==> config.mk <==
export PLATFORM = sky130hd
export DESIGN_NAME = mul_arbiter
export DESIGN_NICKNAME = d
export VERILOG_FILES = /design/src/rtl/mul_arbiter.sv
export SDC_FILE = /design/constraint.sdc
export NUM_CORES = 2
export LEC_CHECK = 0
export CAP_MARGIN = 40
export CORE_MARGIN = 1.5
export CORE_UTILIZATION = 60
export DETAILED_ROUTE_END_ITERATION = 8
export HOLD_SLACK_MARGIN = 0.06
export PLACE_DENSITY = 0.85
export SYNTH_ARGS = -nofsm -noshare
export SYNTH_HDL_FRONTEND = slang
export SYNTH_SLANG_ARGS = --single-unit
==> constraint.sdc <==
create_clock -name clk -period 11.15 [get_ports clk]
set_clock_uncertainty 0.1 [all_clocks]
set_input_delay 1.6725 -clock clk [delete_from_list [all_inputs] [get_ports clk]]
set_output_delay 1.6725 -clock clk [all_outputs]
set_load 0.1 [all_outputs]
==> src/rtl/mul_arbiter.sv <==
// mul_arbiter: round-robin front end that shares one combinational 32x32
// signed multiplier among NREQ requesters. Stage S1 holds the granted
// operands. Stage S2 holds the 64-bit product and drives the response channel.

// Combinational signed 32x32 -> 64 multiplier shared by all requesters.
module multiplier (
    input  logic [31:0] a,
    input  logic [31:0] b,
    output logic [63:0] p
);
    logic signed [63:0] a_ext;
    logic signed [63:0] b_ext;

    // Sign-extend both operands so the full 64-bit product is two's complement.
    assign a_ext = {{32{a[31]}}, a};
    assign b_ext = {{32{b[31]}}, b};
    assign p     = a_ext * b_ext;
endmodule

module mul_arbiter #(
    parameter int NREQ = 4,
    parameter int ID_W = 2
) (
    input  logic                 clk,
    input  logic                 rst_n,
    input  logic [NREQ-1:0]      req_valid,
    output logic [NREQ-1:0]      req_ready,
    input  logic [32*NREQ-1:0]   req_a,
    input  logic [32*NREQ-1:0]   req_b,
    output logic                 rsp_valid,
    input  logic                 rsp_ready,
    output logic [ID_W-1:0]      rsp_id,
    output logic [63:0]          rsp_result,
    output logic [31:0]          ops_count
);

    // Pipeline and arbitration state.
    logic            s1_valid_q, s1_valid_d;
    logic [31:0]     s1_a_q, s1_a_d;
    logic [31:0]     s1_b_q, s1_b_d;
    logic [ID_W-1:0] s1_id_q, s1_id_d;
    logic            s2_valid_q, s2_valid_d;
    logic [ID_W-1:0] s2_id_q, s2_id_d;
    logic [63:0]     s2_result_q, s2_result_d;
    logic [ID_W-1:0] rr_ptr_q, rr_ptr_d;
    logic [31:0]     ops_count_q, ops_count_d;

    logic            s2_move;
    logic            s1_move;
    logic            grant_found;
    logic [ID_W-1:0] grant_id;
    logic [ID_W-1:0] cand;
    logic [63:0]     mul_p;

    multiplier u_mul (
        .a (s1_a_q),
        .b (s1_b_q),
        .p (mul_p)
    );

    // Stage advance: S2 frees when empty or drained, S1 frees when S2 can take it.
    assign s2_move = !s2_valid_q || rsp_ready;
    assign s1_move = !s1_valid_q || s2_move;

    // Round-robin search starting at rr_ptr for the first valid requester.
    always_comb begin
        // NOTE: every variable gets a default before the loop so no latch is inferred.
        grant_found = 1'b0;
        grant_id    = '0;
        cand        = '0;
        for (int i = 0; i < NREQ; i++) begin
            cand = ID_W'((int'(rr_ptr_q) + i) % NREQ);
            if (!grant_found && req_valid[cand]) begin
                grant_found = 1'b1;
                grant_id    = cand;
            end
        end
    end

    // Next-state logic for both stages, the pointer and the response counter.
    always_comb begin
        req_ready   = '0;
        s1_valid_d  = s1_valid_q;
        s1_a_d      = s1_a_q;
        s1_b_d      = s1_b_q;
        s1_id_d     = s1_id_q;
        s2_valid_d  = s2_valid_q;
        s2_id_d     = s2_id_q;
        s2_result_d = s2_result_q;
        rr_ptr_d    = rr_ptr_q;
        ops_count_d = ops_count_q;

        if (s1_move) begin
            s1_valid_d = grant_found;
            if (grant_found) begin
                req_ready[grant_id] = 1'b1;
                s1_a_d   = req_a[32*grant_id +: 32];
                s1_b_d   = req_b[32*grant_id +: 32];
                s1_id_d  = grant_id;
                rr_ptr_d = ID_W'((int'(grant_id) + 1) % NREQ);
            end
        end

        if (s2_move) begin
            s2_valid_d  = s1_valid_q;
            s2_id_d     = s1_id_q;
            s2_result_d = mul_p;
        end

        if (s2_valid_q && rsp_ready) begin
            ops_count_d = ops_count_q + 32'd1;
        end
    end

    // State registers; reset clears the pipeline, pointer and counter.
    always_ff @(posedge clk or negedge rst_n) begin
        if (!rst_n) begin
            // NOTE: data registers are reset too so rsp_id/rsp_result read zero after reset.
            s1_valid_q  <= 1'b0;
            s1_a_q      <= '0;
            s1_b_q      <= '0;
            s1_id_q     <= '0;
            s2_valid_q  <= 1'b0;
            s2_id_q     <= '0;
            s2_result_q <= '0;
            rr_ptr_q    <= '0;
            ops_count_q <= '0;
        end else begin
            // NOTE: non-blocking so every flop samples the pre-edge values of the others.
            s1_valid_q  <= s1_valid_d;
            s1_a_q      <= s1_a_d;
            s1_b_q      <= s1_b_d;
            s1_id_q     <= s1_id_d;
            s2_valid_q  <= s2_valid_d;
            s2_id_q     <= s2_id_d;
            s2_result_q <= s2_result_d;
            rr_ptr_q    <= rr_ptr_d;
            ops_count_q <= ops_count_d;
        end
    end

    assign rsp_valid  = s2_valid_q;
    assign rsp_id     = s2_id_q;
    assign rsp_result = s2_result_q;
    assign ops_count  = ops_count_q;

endmodule

==> Yosys cells after proc, flatten, opt, wreduce, memory -nomap -nowiden <==
Cells that the tools add are included.
{ "word_totals": {"regBits": 168, "inputBits": 263, "output_inout_bits": 103, "wordCells": 56} }
{ "classes": {"add_sub_neg": 5, "mul": 1, "order_cmp": 6, "n_shift": 2, "mux": 20, "reduce_logical": 13} }
{ "ops": {"columns": ["cell", "n"], "rows": [
  ["128-bit by 8-bit indexed part select with 32-bit output", 2],
  ["32-bit by 32-bit multiplier with 64-bit output", 1],
  ["32-bit by 1-bit adder with 32-bit output (second input constant)", 1],
  ["2-bit by 3-bit less-than comparator with 1-bit output (second input constant)", 5],
  ["1-bit two-way mux", 9],
  ["1-bit binary-select mux with 2-bit select", 4],
  ["2-bit two-way mux", 4],
  ["4-bit two-way mux", 2],
  ["1-bit logical AND", 5],
  ["1-bit logical NOT", 5],
  ["2-bit by 1-bit adder with 2-bit output (second input constant)", 2],
  ["2-bit adder (second input constant)", 2],
  ["1-bit demux with 2-bit select", 1],
  ["2-bit by 1-bit >= comparator with 1-bit output (second input constant)", 1],
  ["1-bit logical OR", 2],
  ["2-bit AND reduction", 1]
]} }

==> Depth between registers and ports, before layout <==
{ "logic_depth": {"word_depth": 18, "mapped_depth": 28, "ltp_nobuf": 26} }

==> Hierarchy <==
Synthesis repeated with hierarchy kept, for this count alone.
{ "unflattened": {"hier_cells": 4661, "area_unflattened_um2": 44276.2} }
{ "by_module_without_submodules": {"columns": ["module", "instances", "cells_per_inst", "area_each_um2", "seq_area_each_um2"], "rows": [
  ["multiplier", 1, 3864, 36139.7, 0.0],
  ["mul_arbiter", 1, 797, 8136.6, 4204.0]
]} }

==> Least setup slack after synthesis <==
No wires, ideal clock.
{ "synth_path": {"path_type": "reg-to-reg", "from": "register s1_a_q[31]", "to": "register s2_result_q[61] (netlist: rsp_result[61])", "setup_ns": 0.092, "t_arrival_ns": 7.727, "required_time_ns": 10.958, "slack_ns": 3.232, "stages_incl_launch_ff": 28, "path_buffers": 2, "period_less_slack_ns": 7.918, "cell_sequence": "dfrtp_1 clkbuf_1 nand2_1 inv_1 fa_1 inv_1 fa_1 inv_1 fa_1 fa_1 inv_1 fa_1 inv_1 fa_1 inv_1 fa_1 inv_1 fa_1 ha_1 and3_1 clkbuf_1 and3_1 nand3_1 nand2_1 a31oi_1 a211oi_1 o31a_1 o31ai_2"} }
{ "synth_via": {"elab_chain_cells": 1} }
{ "synth_rtl": {"columns": ["element", "line", "rtl"], "rows": [
  ["start: declaration", "39", "logic [31:0] s1_a_q, s1_a_d;"],
  ["start signal: assignment", "120", "s1_a_q <= '0;"],
  ["start signal: assignment", "131", "s1_a_q <= s1_a_d;"],
  ["32-bit by 32-bit multiplier with 64-bit output", "17", "assign p = a_ext * b_ext;"],
  ["end signal: assignment", "136", "s2_result_q <= s2_result_d;"],
  ["end: declaration", "44", "logic [63:0] s2_result_q, s2_result_d;"]
]} }
No other way between the ends.
A chain may end at the register's enable or synchronous reset.

==> Worst setup path in the final report <==
Same ends and word-level chain as after synthesis.

==> results.ini <==
[status]
status=complete, no violations

[cts]
clock-sinks=168
cts_root_buffer=clkbuf_16
ctsHoldBuffers=0
clk_pin_slew_ns=0.08
worstSkewPairLatency_ns=0.47
htree_levels=4
cts_tree=yes
cts_made_buffers=17
cts_buffer_depth=2
post_cts_buffers=0
cts_resized=0

[sta]
finalCritPeriodShare_pct=81.3
worst_slack_ns=2.09
period_needed_ns=9.06
max_freq_mhz=110
fin_setup_tns_ns=0
final-setup-viol-count=0
worst_pin_slew_ns=0.942
maxSlewViolCount=0
slew_headroom_pct=37.2
holdWs_ns=0.388
hold_viol=0
rsz0062_at_grt=false

[setup_path]
crit_buf_inv=8
critPathKind=reg2reg
endpoint_kind=flip-flop
crit_top_cell=fa_1
crit_path_top_delay_cell=fa_1
worstPathMaxFanout=28
cp.required_ns=11.42
crit_path_start_kind=flip-flop
cp.arrival_ns=9.34
crit_family=adder cells
slowest_delay_ns=0.89

[routing]
drt_first_pass_iters=8
drt_iter0_drc=3563
drc=0
via_count=36738
viasPerCell=5.88
routed_wl_um=139000
ant_nets=0
wl_per_cell_um=22.2

[grt]
groute.usage.overall_pct=38.8
grt_antenna_before_repair=8
grt_pass1_wl_um=224000
overflow=0
grt_max_degree=104
grt_pass1_vias=40316

[logic_synthesis]
netlist_area_um2=44600
ys_ff_latch=168
yosys.area.top_type=fa_1
synth_cell_types=63
syn_area_per_cell_um2=8.94
synth.area.top_cells=fa_1 49%, dfrtp_1 9.4%, inv_1 8.3%
yosysSeqAreaShare_pct=9.42
yosys.area.top_type_share_pct=48.5
synth-edff-count=0
yosys_warnings=0
ys.flop_type=dfrtp_1
synth_cells=4993
async_reset_ff_share_pct=100
syn_nets=6527

[floorplanning]
die_h_um=276
die_w_um=276
rows=99
ios=366
initial_core_util_pct=60.9
core_area_um2=73300
fp.dieArea_um2=76000

[place]
place_ws_ns=2.27
globalplace.congestion=1.00
hpwl_um=109000
io_buffers=365

[layout]
drive_gt1_share_pct=4.51
utilization_pct=70.9
fin_nets=6803
fillers=5009
syn_to_final_growth_pct=16.5

[job]
drv_cap=0

[min_path]
hold_path.class=reg2reg

## sequential cells by signal (all words and copies together) (netlist names)
name,flops
rsp_result,64
ops_count,32
s1_id_q,2
s1_valid_q,1
rr_ptr_q,2
rsp_id,2
s1_a_q,32
rsp_valid,1
s1_b_q,32
## worst reg2reg max path: stages (launching register included)
cell	delay, ns
dfrtp_1	0.42
buf_4	0.33
nand2_1	0.19
inv_1	0.12
fa_1	0.39
inv_1	0.26
fa_1	0.47
inv_1	0.22
fa_1	0.51
fa_1	0.89
inv_1	0.43
fa_1	0.60
inv_1	0.06
fa_1	0.54
inv_1	0.05
fa_1	0.48
inv_1	0.05
fa_1	0.46
ha_1	0.38
and3_1	0.29
and3_1	0.25
nand3_1	0.09
nand2_1	0.05
a31oi_1	0.52
a211oi_1	0.23
o31a_1	0.34
o31ai_2	0.24
## cell families (layout without fill, tap and decap cells)
group,after synthesis,count (layout),synth area share [%]
AND/OR/NAND/NOR,1772,1772,18.6
multiplexers,1,1,0.0252
other,0,7,0
AO/OA/AOI/OAI,418,418,5.62
XOR/XNOR,89,89,1.75
flip-flops,168,168,9.42
adder cells (fa/ha/maj),1271,1271,53.8
buffers and inverters,1274,1563,10.7
## metrics by stage
stage               std cells  instance area (µm²)
floorplan                4993                44600
global placement         6100                49000
detailed placement       6207                51300
CTS                      6239                51900
global route             6246                52000
finish                   6248                52000
## metal layers
layer	track usage, %	up-vias	share of wire, %
met2	61.5	2408	47
met4	18.9	0	5.8
met3	11.3	523	12
met5	0	-	0
li1	-	15213	-
met1	49.1	18594	35
## worst paths after layout
path | from | endpoint | slack (ns) | cells past startpoint
min in group asynchronous | rst_n | rsp_result[62] | 1.09 | 1
min reg2reg | rsp_result[12] | rsp_result[12] | 0.39 | 2
max in group asynchronous | rst_n | s1_b_q[19] | 8.52 | 2
max reg2reg | s1_a_q[31] | rsp_result[61] | 2.09 | 26
max | s1_a_q[31] | rsp_result[61] | 2.09 | 26
min | rsp_result[12] | rsp_result[12] | 0.39 | 2
## layout by cell type, fill, tap and decap left out, drive strengths merged, types with 8 or more instances in the layout
cell type / n
dfrtp: 168
a21o: 46
clkdlybuf4s50: 363
and3: 8
nand4: 24
buf: 181
nor3: 14
nor2: 102
o21ai: 184
clkbuf: 18
a21oi: 95
o211ai: 10
xnor2: 62
and2: 522
fa: 1082
inv: 992
nand2b: 17
o21bai: 11
nand2: 964
a211oi: 14
a31oi: 10
nand3: 94
xor2: 27
ha: 189
## area by class of cell
class / count / area, µm² / area share, %
inverter: 987 / 3710 / 7.13
antenna: 7 / 17.5 / 0.0337
timing repair buffer: 544 / 6580 / 12.7
clock buffer: 18 / 439 / 0.845
multi-input combinational: 3551 / 35700 / 68.6
sequential: 168 / 4210 / 8.10
tap: 959 / 1200 / 2.31
clock inverter: 14 / 160 / 0.308
## Yosys cell counts, types with 17 or more instances
master    number
a21o_1        46
a21oi_1       95
and2_1       522
clkbuf_1     272
dfrtp_1      168
fa_1        1082
ha_1         189
inv_1        985
nand2_1      964
nand2b_1      17
nand3_1       94
nand4_1       24
nor2_1       102
o21ai_0      180
xnor2_1       62
xor2_1        27
Power is not shown: default switching activity piles up to over one toggle a cycle in this logic, so the estimate is an artifact.
